## config.mk

```make
export PLATFORM = sky130hd
export DESIGN_NAME = psum_accum
export DESIGN_NICKNAME = d
export VERILOG_FILES = /design/src/rtl/psum_accum_pkg.sv /design/src/rtl/psum_accum_lane.sv /design/src/rtl/psum_accum.sv
export SDC_FILE = /design/constraint.sdc
export NUM_CORES = 1
export LEC_CHECK = 0
export BUFFER_PORTS_ARGS = -buffer_cell sky130_fd_sc_hd__buf_2
export CAP_MARGIN = 20
export CORE_AREA = 2 2 191 193
export DETAILED_ROUTE_END_ITERATION = 6
export DIE_AREA = 0 0 193 195
export GPL_ROUTABILITY_DRIVEN = 0
export PLACE_DENSITY = 0.83
export SLEW_MARGIN = 0
export SYNTH_ARGS = -nofsm -noshare
export SYNTH_HDL_FRONTEND = slang
export SYNTH_HIERARCHICAL = 1
export SYNTH_SLANG_ARGS = --single-unit
export TNS_END_PERCENT = 10
```

## constraint.sdc

```tcl
create_clock -name clk -period 8.9 [get_ports clk]
set_input_delay 1.78 -clock clk [delete_from_list [all_inputs] [get_ports clk]]
set_output_delay 1.78 -clock clk [all_outputs]
set_load 0.1 [all_outputs]
```

## src/rtl/psum_accum_pkg.sv

```systemverilog
// ============================================================================
// Module : psum_accum_pkg
// Brief  : Shared constants, FSM encoding and helpers for psum_accum.
// Rev    : 1.0  initial release
// ============================================================================
`default_nettype none

package psum_accum_pkg;

    localparam int col     = 8;
    localparam int psum_bw = 16;
    localparam int IN_W    = 6;
    localparam int K       = 3;
    localparam int OUT_W   = IN_W - K + 1;
    localparam int NIJ     = IN_W * IN_W;
    localparam int ACC_W   = psum_bw + 4;
    localparam int PADDR_W = 11;
    localparam int OADDR_W = 4;
    localparam int KI_W    = $clog2(K);
    localparam int OR_W    = $clog2(OUT_W);

    typedef enum logic [2:0] {
        S_IDLE  = 3'd0,
        S_READ  = 3'd1,
        S_DRAIN = 3'd2,
        S_WRITE = 3'd3,
        S_DONE  = 3'd4
    } state_t;

    // In range when all bits above the psum sign bit match it.
    function automatic logic [psum_bw-1:0] sat_psum(input logic [ACC_W-1:0] a);
        if ((&a[ACC_W-1:psum_bw-1]) || (~|a[ACC_W-1:psum_bw-1]))
            return a[psum_bw-1:0];
        else if (a[ACC_W-1])
            return {1'b1, {(psum_bw-1){1'b0}}};
        else
            return {1'b0, {(psum_bw-1){1'b1}}};
    endfunction

    function automatic logic [PADDR_W-1:0] paddr_of(input logic [OR_W-1:0] orow,
                                                    input logic [OR_W-1:0] ocol,
                                                    input logic [KI_W-1:0] ki,
                                                    input logic [KI_W-1:0] kj);
        int a;
        a = (int'(ki) * K + int'(kj)) * NIJ
          + (int'(orow) + int'(ki)) * IN_W
          + int'(ocol) + int'(kj);
        return PADDR_W'(a);
    endfunction

endpackage

`default_nettype wire

```

## src/rtl/psum_accum_lane.sv

```systemverilog
// ============================================================================
// Module : psum_lane
// Brief  : One column lane: load/add accumulator, optional ReLU (PSUM_RELU_EN),
//          saturation to psum_bw. Output is registered on every data beat.
// Rev    : 1.0  initial release
// ============================================================================
`default_nettype none

module psum_lane
    import psum_accum_pkg::*;
(
    input  logic               clk,
    input  logic               reset,
    input  logic               i_beat,
    input  logic               i_first,
    input  logic [psum_bw-1:0] i_data,
    output logic [psum_bw-1:0] o_out
);

    logic [ACC_W-1:0]   r_acc;
    logic [psum_bw-1:0] r_out;
    logic [ACC_W-1:0]   w_data_ext;
    logic [ACC_W-1:0]   w_acc_next;
    logic [ACC_W-1:0]   w_relu;

    assign w_data_ext = {{(ACC_W-psum_bw){i_data[psum_bw-1]}}, i_data};
    assign w_acc_next = i_first ? w_data_ext : (r_acc + w_data_ext);

`ifdef PSUM_RELU_EN
    assign w_relu = w_acc_next[ACC_W-1] ? '0 : w_acc_next;
`else
    assign w_relu = w_acc_next;
`endif

    // Post-processing the next sum keeps the output word a pure flop.
    always_ff @(posedge clk) begin
        if (!reset) begin
            r_acc <= '0;
            r_out <= '0;
        end else if (i_beat) begin
            r_acc <= w_acc_next;
            r_out <= sat_psum(w_relu);
        end
    end

    assign o_out = r_out;

endmodule

`default_nettype wire

```

## src/rtl/psum_accum.sv

```systemverilog
// ============================================================================
// Module : psum_accum
// Brief  : Sums K*K partial sums per output pixel from psum memory and writes
//          post-processed words to output memory. Option: PSUM_RELU_EN.
// Rev    : 1.0  initial release
// ============================================================================
`default_nettype none

module psum_accum
    import psum_accum_pkg::*;
(
    input  logic                     clk,
    input  logic                     reset,
    input  logic                     start,
    output logic                     pmem_cen,
    output logic                     pmem_ren,
    output logic [PADDR_W-1:0]       pmem_addr,
    input  logic [col*psum_bw-1:0]   pmem_rdata,
    output logic                     omem_cen,
    output logic                     omem_wen,
    output logic [OADDR_W-1:0]       omem_addr,
    output logic [col*psum_bw-1:0]   omem_wdata,
    output logic                     busy,
    output logic                     done
);

    localparam logic [KI_W-1:0] c_KMAX = KI_W'(K - 1);
    localparam logic [OR_W-1:0] c_OMAX = OR_W'(OUT_W - 1);

    state_t          r_state, w_ns;
    logic [KI_W-1:0] r_ki, r_kj, w_ki_n, w_kj_n;
    logic [OR_W-1:0] r_orow, r_ocol, w_orow_n, w_ocol_n;
    logic            r_beat, r_first;

    always_comb begin
        w_ns     = r_state;
        w_ki_n   = r_ki;
        w_kj_n   = r_kj;
        w_orow_n = r_orow;
        w_ocol_n = r_ocol;
        case (r_state)
            S_IDLE, S_DONE: begin
                if (start) begin
                    w_ns     = S_READ;
                    w_ki_n   = '0;
                    w_kj_n   = '0;
                    w_orow_n = '0;
                    w_ocol_n = '0;
                end else begin
                    w_ns = S_IDLE;
                end
            end
            S_READ: begin
                if (r_kj == c_KMAX) begin
                    if (r_ki == c_KMAX) begin
                        w_ns = S_DRAIN;
                    end else begin
                        w_kj_n = '0;
                        w_ki_n = r_ki + 1'b1;
                    end
                end else begin
                    w_kj_n = r_kj + 1'b1;
                end
            end
            S_DRAIN: w_ns = S_WRITE;
            S_WRITE: begin
                w_ki_n = '0;
                w_kj_n = '0;
                if (r_ocol == c_OMAX) begin
                    w_ocol_n = '0;
                    if (r_orow == c_OMAX) begin
                        w_orow_n = '0;
                        w_ns     = S_DONE;
                    end else begin
                        w_orow_n = r_orow + 1'b1;
                        w_ns     = S_READ;
                    end
                end else begin
                    w_ocol_n = r_ocol + 1'b1;
                    w_ns     = S_READ;
                end
            end
            default: w_ns = S_IDLE;
        endcase
    end

    // Outputs are decoded from the next state so they line up with it.
    always_ff @(posedge clk) begin
        if (!reset) begin
            r_state   <= S_IDLE;
            r_ki      <= '0;
            r_kj      <= '0;
            r_orow    <= '0;
            r_ocol    <= '0;
            r_beat    <= 1'b0;
            r_first   <= 1'b0;
            pmem_cen  <= 1'b1;
            pmem_ren  <= 1'b1;
            pmem_addr <= '0;
            omem_cen  <= 1'b1;
            omem_wen  <= 1'b1;
            omem_addr <= '0;
            busy      <= 1'b0;
            done      <= 1'b0;
        end else begin
            r_state   <= w_ns;
            r_ki      <= w_ki_n;
            r_kj      <= w_kj_n;
            r_orow    <= w_orow_n;
            r_ocol    <= w_ocol_n;
            r_beat    <= (r_state == S_READ);
            r_first   <= (r_state == S_READ) && (r_ki == '0) && (r_kj == '0);
            pmem_cen  <= (w_ns != S_READ);
            pmem_ren  <= (w_ns != S_READ);
            pmem_addr <= paddr_of(w_orow_n, w_ocol_n, w_ki_n, w_kj_n);
            omem_cen  <= (w_ns != S_WRITE);
            omem_wen  <= (w_ns != S_WRITE);
            omem_addr <= OADDR_W'(int'(w_orow_n) * OUT_W + int'(w_ocol_n));
            busy      <= (w_ns == S_READ) || (w_ns == S_DRAIN) || (w_ns == S_WRITE);
            done      <= (w_ns == S_DONE);
        end
    end

    generate
        for (genvar gi = 0; gi < col; gi++) begin : g_lane
            psum_lane u_lane (
                .clk     (clk),
                .reset   (reset),
                .i_beat  (r_beat),
                .i_first (r_first),
                .i_data  (pmem_rdata[gi*psum_bw +: psum_bw]),
                .o_out   (omem_wdata[gi*psum_bw +: psum_bw])
            );
        end
    endgenerate

endmodule

`default_nettype wire
```

==> impl_metrics.env, run 1 <==
export IMPL_post_cts_setup_buffer_count=0
export IMPL_wl_per_cell_um=17.7
export IMPL_slew_violations=0
export IMPL_power_leakage_nw=11.0
export IMPL_routed_via_density=6.33
export IMPL_hold_class="reg2reg"
export IMPL_synth_edf_count=0
export IMPL_cts_hold_buffers_added=0
export IMPL_antenna_found_initial=12
export IMPL_crit_path_frequent_cell="ha_1"
export IMPL_async_flop_share_pct=0
export IMPL_htreeDepth=2
export IMPL_critPathSlowestCell="fa_1"
export IMPL_grt_ovfl_total=0
export IMPL_area_growth_pct=11.3
export IMPL_fmax_ghz=0.186
export IMPL_critical_path_max_fanout=5
export IMPL_dp_slack_ns=3.00
export IMPL_synth_area_per_cell_um2=8.53
export IMPL_setup_ws_ns=3.54
export IMPL_worst_slew_pin_transition_ns=1.05
export IMPL_cp_arrival_ns=5.80
export IMPL_cp_cell_sequence="buf_2 > nor3b_4 > nor2_1 > a32oi_1 > fa_1 > inv_1 > ha_1 > inv_1 > fa_1 > inv_1 > ha_1 > ha_1 > ha_1 > o21a_1 > o31a_1 > o31a_1 > mux2i_1 > nand3_1"
export IMPL_fin_util_pct=71.0
export IMPL_ant_nets=0
export IMPL_grt_pass1_vias=20300
export IMPL_clock_skew_final_ns=0.0131
export IMPL_final_hold_violation_count=0
export IMPL_coreArea_mm2=0.0354
export IMPL_port_buffers=279
export IMPL_run_status="completed"
export IMPL_die_h_um=195
export IMPL_firstDrtPassIters=7
export IMPL_syn_inst=2649
export IMPL_start_util_pct=63.8
export IMPL_die_w_um=193
export IMPL_grt_max_degree=196
export IMPL_clock_latency_ns=0.55
export IMPL_finalSetupViolCount=0
export IMPL_final_setup_tns_ns=0
export IMPL_critPathMaxStageDelay_ns=0.53
export IMPL_numCtsBuffers=37
export IMPL_grt_setup_unrepaired="no"
export IMPL_power_density_mw_per_mm2=190
export IMPL_grt_pass1_wl_mm=96.4
export IMPL_cp_num_buf_inv=4
export IMPL_final_period_utilization_pct=60.3
export IMPL_clockBufferDepth=3
export IMPL_dp_hpwl_mm=42.0
export IMPL_syn_nets=2969
export IMPL_min_period_ns=5.36
export IMPL_synth_seq_cells=316
export IMPL_end_kind="flop"
export IMPL_cp_start_kind="primary input"
export IMPL_cts_tree="built"
export IMPL_num_rows=69
export IMPL_path_class="in2reg"
export IMPL_dieArea_mm2=0.0376
export IMPL_yosysSeqAreaShare_pct=28.0
export IMPL_cts_sinks=316
export IMPL_critPathTopFamily="adder cells"
export IMPL_ys_warn_count=6
export IMPL_grt_usage_pct=30.3
export IMPL_fin_nets=3155
export IMPL_cts_resized_gates=0
export IMPL_clk_pin_slew_worst_paths_ns=0.06
export IMPL_total_power_mw=4.77
export IMPL_max_vdd_ir_drop_mv=0.182
export IMPL_wl_mm=58.9
export IMPL_netlist_area_mm2=0.0226
export IMPL_drive_gt1_share_pct=17.2
export IMPL_synth_cell_types=87
export IMPL_num_vias=21100
export IMPL_cp_data_required_time_ns=9.33
export IMPL_root_buffer="clkbuf_16"
export IMPL_drtIter0Drc=1436
export IMPL_route_detailed_drc=0
export IMPL_drv_cap=0
export IMPL_ios=280
export IMPL_whs_ns=0.445
export IMPL_synth_ff_type="dfxtp_1"
export IMPL_slew_headroom_pct=30.1
-- path summary, 6_finish.rpt --
check,from,end,slack [ns],cells past startpoint
max,start,pmem_addr[9],3.54,18
min,g_lane[3].u_lane/o_out[15],g_lane[3].u_lane/o_out[15],0.45,1
max reg2reg,r_state[0],pmem_addr[9],4.36,17
min reg2reg,g_lane[3].u_lane/o_out[15],g_lane[3].u_lane/o_out[15],0.45,1
-- cells by family (layout without fill, tap and decap cells) --
logic type,after synthesis,in the layout,synth area share [%]
xor+xnor,132,132,5.45
buf+inv,214,425,4.77
simple gates,741,741,15.8
other cells,0,11,0
compound gates,960,960,30.8
mux,97,97,4.30
fa+ha+maj,189,189,10.9
flops,316,316,28.0
-- metrics by stage --
step | instance area [um2] | cells
floorplan | 22600 | 2649
global placement | 23900 | 3254
detailed placement | 23900 | 3254
CTS | 25100 | 3318
global route | 25100 | 3327
finish | 25100 | 3332
-- per-layer routing --
| layer | up-vias | share of wire [%] | global-route usage, % |
|---|---|---|---|
| met5 | - | 0.090 | 0 |
| met4 | 8 | 3.5 | 12.3 |
| met3 | 172 | 7.0 | 5.86 |
| met2 | 735 | 47 | 50.9 |
| met1 | 10000 | 42 | 38.0 |
| li1 | 10200 | - | - |
-- state kept, by name, indices dropped and copies added, names as in the netlist, 2 cells and up --
name and flops:
r_state 3, r_kj 2, g_lane.u_lane/r_acc 160, omem_addr 4, g_lane.u_lane/o_out 128, pmem_addr 11, r_ki 2
-- synth_stat cells (25+ instances only) --
cell type | instances | area [um2]
o21ai_0 | 183 | 916
mux2i_1 | 96 | 961
o211ai_1 | 77 | 578
a21oi_1 | 196 | 981
nor2b_1 | 64 | 400
a21o_1 | 59 | 443
nor2_1 | 170 | 638
o21ai_1 | 26 | 130
o211a_1 | 31 | 310
nand3_1 | 60 | 300
clkbuf_1 | 72 | 270
o21a_1 | 29 | 218
inv_1 | 71 | 267
xor2_1 | 53 | 464
nand2b_1 | 38 | 238
nand2_1 | 275 | 1030
ha_1 | 176 | 2200
xnor2_1 | 69 | 604
a22oi_1 | 56 | 420
dfxtp_1 | 316 | 6330
buf_2 | 25 | 125
a211oi_1 | 62 | 465
-- where the power goes --
group / leakage (nW) / internal [mW] / switching, mW
clock: 0.599 / 0.924 / 0.621
sequential: 2.58 / 1.53 / 0.0690
combinational: 7.82 / 0.473 / 1.16
-- placed cells by master, fill, tap and decap left out, types with 15 or more instances in the layout --
cell type	Yosys	routed
nor2b_1	64	64
a22oi_1	56	56
dfxtp_1	316	314
xnor2_1	69	69
o21ai_0	183	183
nand4_1	18	18
ha_1	176	176
a211oi_1	62	62
o211a_1	31	31
inv_1	71	71
mux2i_1	96	96
nand2_1	275	275
o211ai_1	77	77
clkbuf_16	0	38
nand3_1	60	60
a21o_1	59	59
nor2_1	170	170
xor2_1	53	53
o21bai_1	21	21
o21ai_1	26	26
o221ai_1	15	15
and3_1	15	15
nand2b_1	38	38
a21oi_1	196	196
a21oi_2	15	15
o31a_1	16	16
o21a_1	29	29
o221ai_2	15	15
a31oi_2	15	15
buf_2	25	278
a31oi_1	23	23
-- layout make-up --
class	instances	area, um2
Multi-Input combinational cell	2119	15200
Fill cell	2741	10300
Clock buffer	47	1050
Timing Repair Buffer	290	1520
Clock inverter	17	173
Inverter	71	267
Sequential cell	316	6330
Tap cell	461	577
Antenna cell	11	27.5
(Power assumes the default switching activity.)
==> inputs of run 2 (changes only) <==
--- a/config.mk
+++ b/config.mk
@@ -7,11 +7,11 @@
 export LEC_CHECK = 0
 export BUFFER_PORTS_ARGS = -buffer_cell sky130_fd_sc_hd__buf_2
 export CAP_MARGIN = 20
-export CORE_AREA = 2 2 191 193
+export CORE_AREA = 2 2 198 200
 export DETAILED_ROUTE_END_ITERATION = 6
-export DIE_AREA = 0 0 193 195
+export DIE_AREA = 0 0 200 202
 export GPL_ROUTABILITY_DRIVEN = 0
-export PLACE_DENSITY = 0.83
+export PLACE_DENSITY = 0.78
 export SLEW_MARGIN = 0
 export SYNTH_ARGS = -nofsm -noshare
 export SYNTH_HDL_FRONTEND = slang
==> constraint.sdc (replaced) <==
create_clock -name clk -period 5.2 [get_ports clk]
set_input_delay 1.04 -clock clk [delete_from_list [all_inputs] [get_ports clk]]
set_output_delay 1.04 -clock clk [all_outputs]
set_load 0.1 [all_outputs]
==> impl_metrics.env, run 2 (synthesized netlist as in run 1, its figures left out) <==
export IMPL_grt_pass1_wl_mm=96.1
export IMPL_power_density_mw_per_mm2=321
export IMPL_grt_pass1_vias=20100
export IMPL_cp_start_kind="primary input"
export IMPL_cp_cell_sequence="buf_2 > nor3b_4 > nor2_1 > a31o_1 > a22oi_2 > fa_1 > inv_1 > ha_1 > inv_1 > fa_1 > inv_1 > ha_1 > ha_1 > ha_1 > o21a_1 > o31a_1 > o31a_1 > mux2i_1 > nand3_1"
export IMPL_critPathMaxStageDelay_ns=0.46
export IMPL_cp_startpoint="start"
export IMPL_worstReg2RegStart="r_state[1]"
export IMPL_dp_slack_ns=0.0689
export IMPL_firstDrtPassIters=6
export IMPL_drv_cap=0
export IMPL_clockBufferDepth=3
export IMPL_slew_headroom_pct=26.5
export IMPL_pwr_share_comb_pct=34.1
export IMPL_intPower_mw=4.93
export IMPL_cts_sinks=316
export IMPL_finalSetupViolCount=0
export IMPL_largest_register_ffs=160
export IMPL_grt_use_met3_pct=4.34
export IMPL_run_status="completed"
export IMPL_hp_start="g_lane[1].u_lane/o_out[15]"
export IMPL_sw_frac_of_total_pct=39.1
export IMPL_cts_tree="built"
export IMPL_start_util_pct=59.0
export IMPL_grt_setup_unrepaired="no"
export IMPL_coreArea_mm2=0.0383
export IMPL_setup_ws_ns=0.613
export IMPL_min_period_ns=4.59
export IMPL_cp_data_required_time_ns=5.63
export IMPL_ant_nets=0
export IMPL_numCtsBuffers=37
export IMPL_switchingPower_mw=3.16
export IMPL_final_cell_mix="314 x dfxtp_1, 278 x buf_2, 275 x nand2_1"
export IMPL_area_growth_pct=11.8
export IMPL_end_kind="flop"
export IMPL_hold_class="reg2reg"
export IMPL_worst_slew_pin_transition_ns=1.10
export IMPL_critPathSlowestCell="fa_1"
export IMPL_num_vias=20900
export IMPL_dp_hpwl_mm=42.6
export IMPL_dieArea_mm2=0.0404
export IMPL_clock_skew_final_ns=0.0123
export IMPL_routed_via_density=6.14
export IMPL_max_vdd_ir_drop_mv=0.248
export IMPL_total_power_mw=8.10
export IMPL_final_hold_violation_count=0
export IMPL_cts_hold_buffers_added=0
export IMPL_drive_gt1_share_pct=17.4
export IMPL_ios=280
export IMPL_top_register="g_lane.u_lane/r_acc"
export IMPL_seqPwrFrac_pct=33.9
export IMPL_clkPwrFrac_pct=32.0
export IMPL_fmax_ghz=0.218
export IMPL_htreeDepth=2
export IMPL_die_h_um=202
export IMPL_fin_nets=3165
export IMPL_grt_ovfl_total=0
export IMPL_route_detailed_drc=0
export IMPL_critPathTopFamily="adder cells"
export IMPL_slew_violations=0
export IMPL_cp_arrival_ns=5.02
export IMPL_grt_met2_usage_pct=48.0
export IMPL_clock_latency_ns=0.55
export IMPL_drtIter0Drc=1049
export IMPL_final_setup_tns_ns=0
export IMPL_post_cts_setup_buffer_count=0
export IMPL_num_rows=72
export IMPL_whs_ns=0.449
export IMPL_clk_pin_slew_worst_paths_ns=0.06
export IMPL_design_area_mm2=0.0253
export IMPL_port_buffers=279
export IMPL_die_w_um=200
export IMPL_root_buffer="clkbuf_16"
export IMPL_wl_mm=58.4
export IMPL_crit_path_frequent_cell="ha_1"
export IMPL_place_area_mm2=0.0240
export IMPL_layout_commonest_cell="dfxtp_1"
export IMPL_final_period_utilization_pct=88.2
export IMPL_power_leakage_nw=11.0
export IMPL_grtUsageMet1_pct=36.0
export IMPL_path_class="in2reg"
export IMPL_cp_num_buf_inv=4
export IMPL_cts_resized_gates=0
export IMPL_grt_usage_pct=28.3
export IMPL_grt_busiest_layer="met2"
export IMPL_grt_max_degree=109
export IMPL_antenna_found_initial=8
export IMPL_wl_per_cell_um=17.2
export IMPL_critical_path_max_fanout=5
## run 2: final cells by class
cell class	instances	area, um2
clock inverter	20	170
tap	518	648
fill	3221	13000
sequential	316	6330
timing repair buffer	300	1600
inverter	71	267
antenna	7	17.5
multi-input combinational	2119	15200
clock buffer	48	1030
## run 2: per-stage QoR
step	instances	utilization (%)
6_report	3399	66.0
5_1_grt	3396	65.9
4_1_cts	3390	65.9
3_5_place_dp	3322	62.7
3_3_place_gp	3322	62.7
2_1_floorplan	2649	-
## run 2: metal layers
layer,up-vias,wire length (um)
li1,10200,-
met1,9926,25400
met2,612,27600
met3,129,3440
met4,8,1880
met5,-,44
## run 2: power groups by stage
stage	clock [mW]	sequential, mW	combinational [mW]
after global routing	2.74	2.77	2.98
after detailed placement	0	2.79	2.72
after CTS	2.66	2.75	2.74
after global placement	0	2.79	2.67
final	2.59	2.75	2.76
after floorplan	0	3.50	1.51
## run 2: path summary, 6_finish.rpt
kind / cells past startpoint / slack, ns / to
setup reg to reg: 18 / 0.72 / pmem_addr[9]
hold / removal: 1 / 0.45 / g_lane[1].u_lane/o_out[15]
hold reg to reg: 1 / 0.45 / g_lane[1].u_lane/o_out[15]
setup / recovery: 19 / 0.61 / pmem_addr[9]
==> inputs of run 3 (changes only) <==
--- a/config.mk
+++ b/config.mk
@@ -7,11 +7,11 @@
 export LEC_CHECK = 0
 export BUFFER_PORTS_ARGS = -buffer_cell sky130_fd_sc_hd__buf_2
 export CAP_MARGIN = 20
-export CORE_AREA = 2 2 198 200
+export CORE_AREA = 2 2 258 260
 export DETAILED_ROUTE_END_ITERATION = 6
-export DIE_AREA = 0 0 200 202
+export DIE_AREA = 0 0 260 262
 export GPL_ROUTABILITY_DRIVEN = 0
-export PLACE_DENSITY = 0.78
+export PLACE_DENSITY = 0.49
 export SLEW_MARGIN = 0
 export SYNTH_ARGS = -nofsm -noshare
 export SYNTH_HDL_FRONTEND = slang
==> impl_metrics.env, run 3 (synthesized netlist as in run 1, its figures left out) <==
export IMPL_clock_skew_final_ns=0.0118
export IMPL_layout_commonest_cell="dfxtp_1"
export IMPL_slew_headroom_pct=47.9
export IMPL_final_setup_tns_ns=0
export IMPL_path_class="in2reg"
export IMPL_clk_pin_slew_worst_paths_ns=0.06
export IMPL_routed_via_density=5.39
export IMPL_numCtsBuffers=43
export IMPL_drv_cap=0
export IMPL_fillers=6617
export IMPL_route_detailed_drc=0
export IMPL_design_area_mm2=0.0260
export IMPL_multi_input_area_mm2=0.0152
export IMPL_power_density_mw_per_mm2=333
export IMPL_grt_max_degree=59
export IMPL_clockBufferDepth=3
export IMPL_power_leakage_nw=11.2
export IMPL_max_vdd_ir_drop_mv=0.266
export IMPL_antenna_found_initial=9
export IMPL_final_cell_mix="314 x dfxtp_1, 278 x buf_2, 275 x nand2_1"
export IMPL_grt_usage_pct=18.8
export IMPL_dieArea_mm2=0.0681
export IMPL_root_buffer="clkbuf_16"
export IMPL_min_period_ns=4.52
export IMPL_grt_setup_unrepaired="no"
export IMPL_area_growth_pct=15.2
export IMPL_fmax_ghz=0.221
export IMPL_place_area_mm2=0.0245
export IMPL_cts_tree="built"
export IMPL_grt_pass1_wl_mm=105
export IMPL_cts_hold_buffers_added=0
export IMPL_run_status="completed"
export IMPL_cp_data_required_time_ns=5.63
export IMPL_grt_ovfl_total=0
export IMPL_slew_violations=0
export IMPL_clock_latency_ns=0.56
export IMPL_end_kind="flop"
export IMPL_ant_nets=0
export IMPL_drive_gt1_share_pct=18.1
export IMPL_coreArea_mm2=0.0653
export IMPL_post_cts_setup_buffer_count=0
export IMPL_final_period_utilization_pct=86.9
export IMPL_cts_sinks=316
export IMPL_critical_path_max_fanout=5
export IMPL_firstDrtPassIters=5
export IMPL_regArea_mm2=0.00633
export IMPL_port_buffers=279
export IMPL_largest_register_ffs=160
export IMPL_r2r_slack_ns=0.79
export IMPL_ios=280
export IMPL_final_hold_violation_count=0
export IMPL_grt_pass1_vias=19900
export IMPL_worst_slew_pin_transition_ns=0.780
export IMPL_num_vias=20300
export IMPL_start_util_pct=34.6
export IMPL_drtIter0Drc=934
export IMPL_cp_arrival_ns=4.95
export IMPL_wl_mm=66.6
export IMPL_hold_class="reg2reg"
export IMPL_top_register="g_lane.u_lane/r_acc"
export IMPL_fin_nets=3183
export IMPL_num_rows=94
export IMPL_finalSetupViolCount=0
export IMPL_wl_per_cell_um=17.7
export IMPL_die_h_um=262
export IMPL_cts_resized_gates=0
export IMPL_htreeDepth=2
export IMPL_dp_hpwl_mm=49.5
export IMPL_cp_start_kind="primary input"
export IMPL_die_w_um=260
## run 3: worst paths after layout
kind                           endpoint                  startpoint  cells past startpoint
max                        pmem_addr[9]                       start                     19
min          g_lane[1].u_lane/o_out[15]  g_lane[1].u_lane/o_out[15]                      1
max reg2reg                pmem_addr[9]                  r_state[1]                     19
min reg2reg  g_lane[1].u_lane/o_out[15]  g_lane[1].u_lane/o_out[15]                      1
## run 3: worst max-delay path: stages
cell     delay (ns)
buf_2          0.11
nor3b_4        0.27
nor2_1         0.12
a31o_1         0.21
a22oi_2        0.25
fa_1           0.46
inv_1          0.07
ha_1           0.13
inv_1          0.04
fa_1           0.45
inv_1          0.14
ha_1           0.24
ha_1           0.27
ha_1           0.34
o21a_1         0.14
o31a_1         0.17
o31a_1         0.21
mux2i_1        0.19
nand3_1        0.09
## run 3: per-stage QoR
stage,worst slack (ns),cells,util [%],hold WS (ns),power (mW)
after floorplan,0.582,2649,-,0.458,5.01
after global placement,0.234,3678,37.5,0.435,5.55
after detailed placement,0.161,3680,37.5,0.438,5.58
after CTS,0.721,3758,39.8,0.451,8.78
after global routing,0.473,3762,39.9,0.476,9.12
final,0.683,3765,39.9,0.450,8.67
## run 3: where the power goes
group	total (mW)	internal [mW]	leakage, nW	switching [mW]
clock	3.13	1.94	0.736	1.19
combinational	2.80	0.815	7.92	1.98
sequential	2.74	2.62	2.58	0.126
## run 3: final cells by class
class                   instances  share of cell area, %
repair buffers                312                   6.34
flip-flops and latches        316                   24.3
clock inverters                19                  0.913
clock buffers                  59                   4.84
inverters                      71                   1.02
multi-input cells            2119                   58.4
well taps                     864                   4.15
diodes                          5                 0.0481
## run 3: routing by layer
| layer | GRT usage [%] | part of all wire (%) | vias up |
|---|---|---|---|
| li1 | - | - | 10200 |
| met1 | 24.8 | 48 | 9611 |
| met2 | 31.9 | 47 | 324 |
| met3 | 3.00 | 3.6 | 93 |
| met4 | 5.00 | 2.0 | 6 |
| met5 | 0 | 0.065 | - |
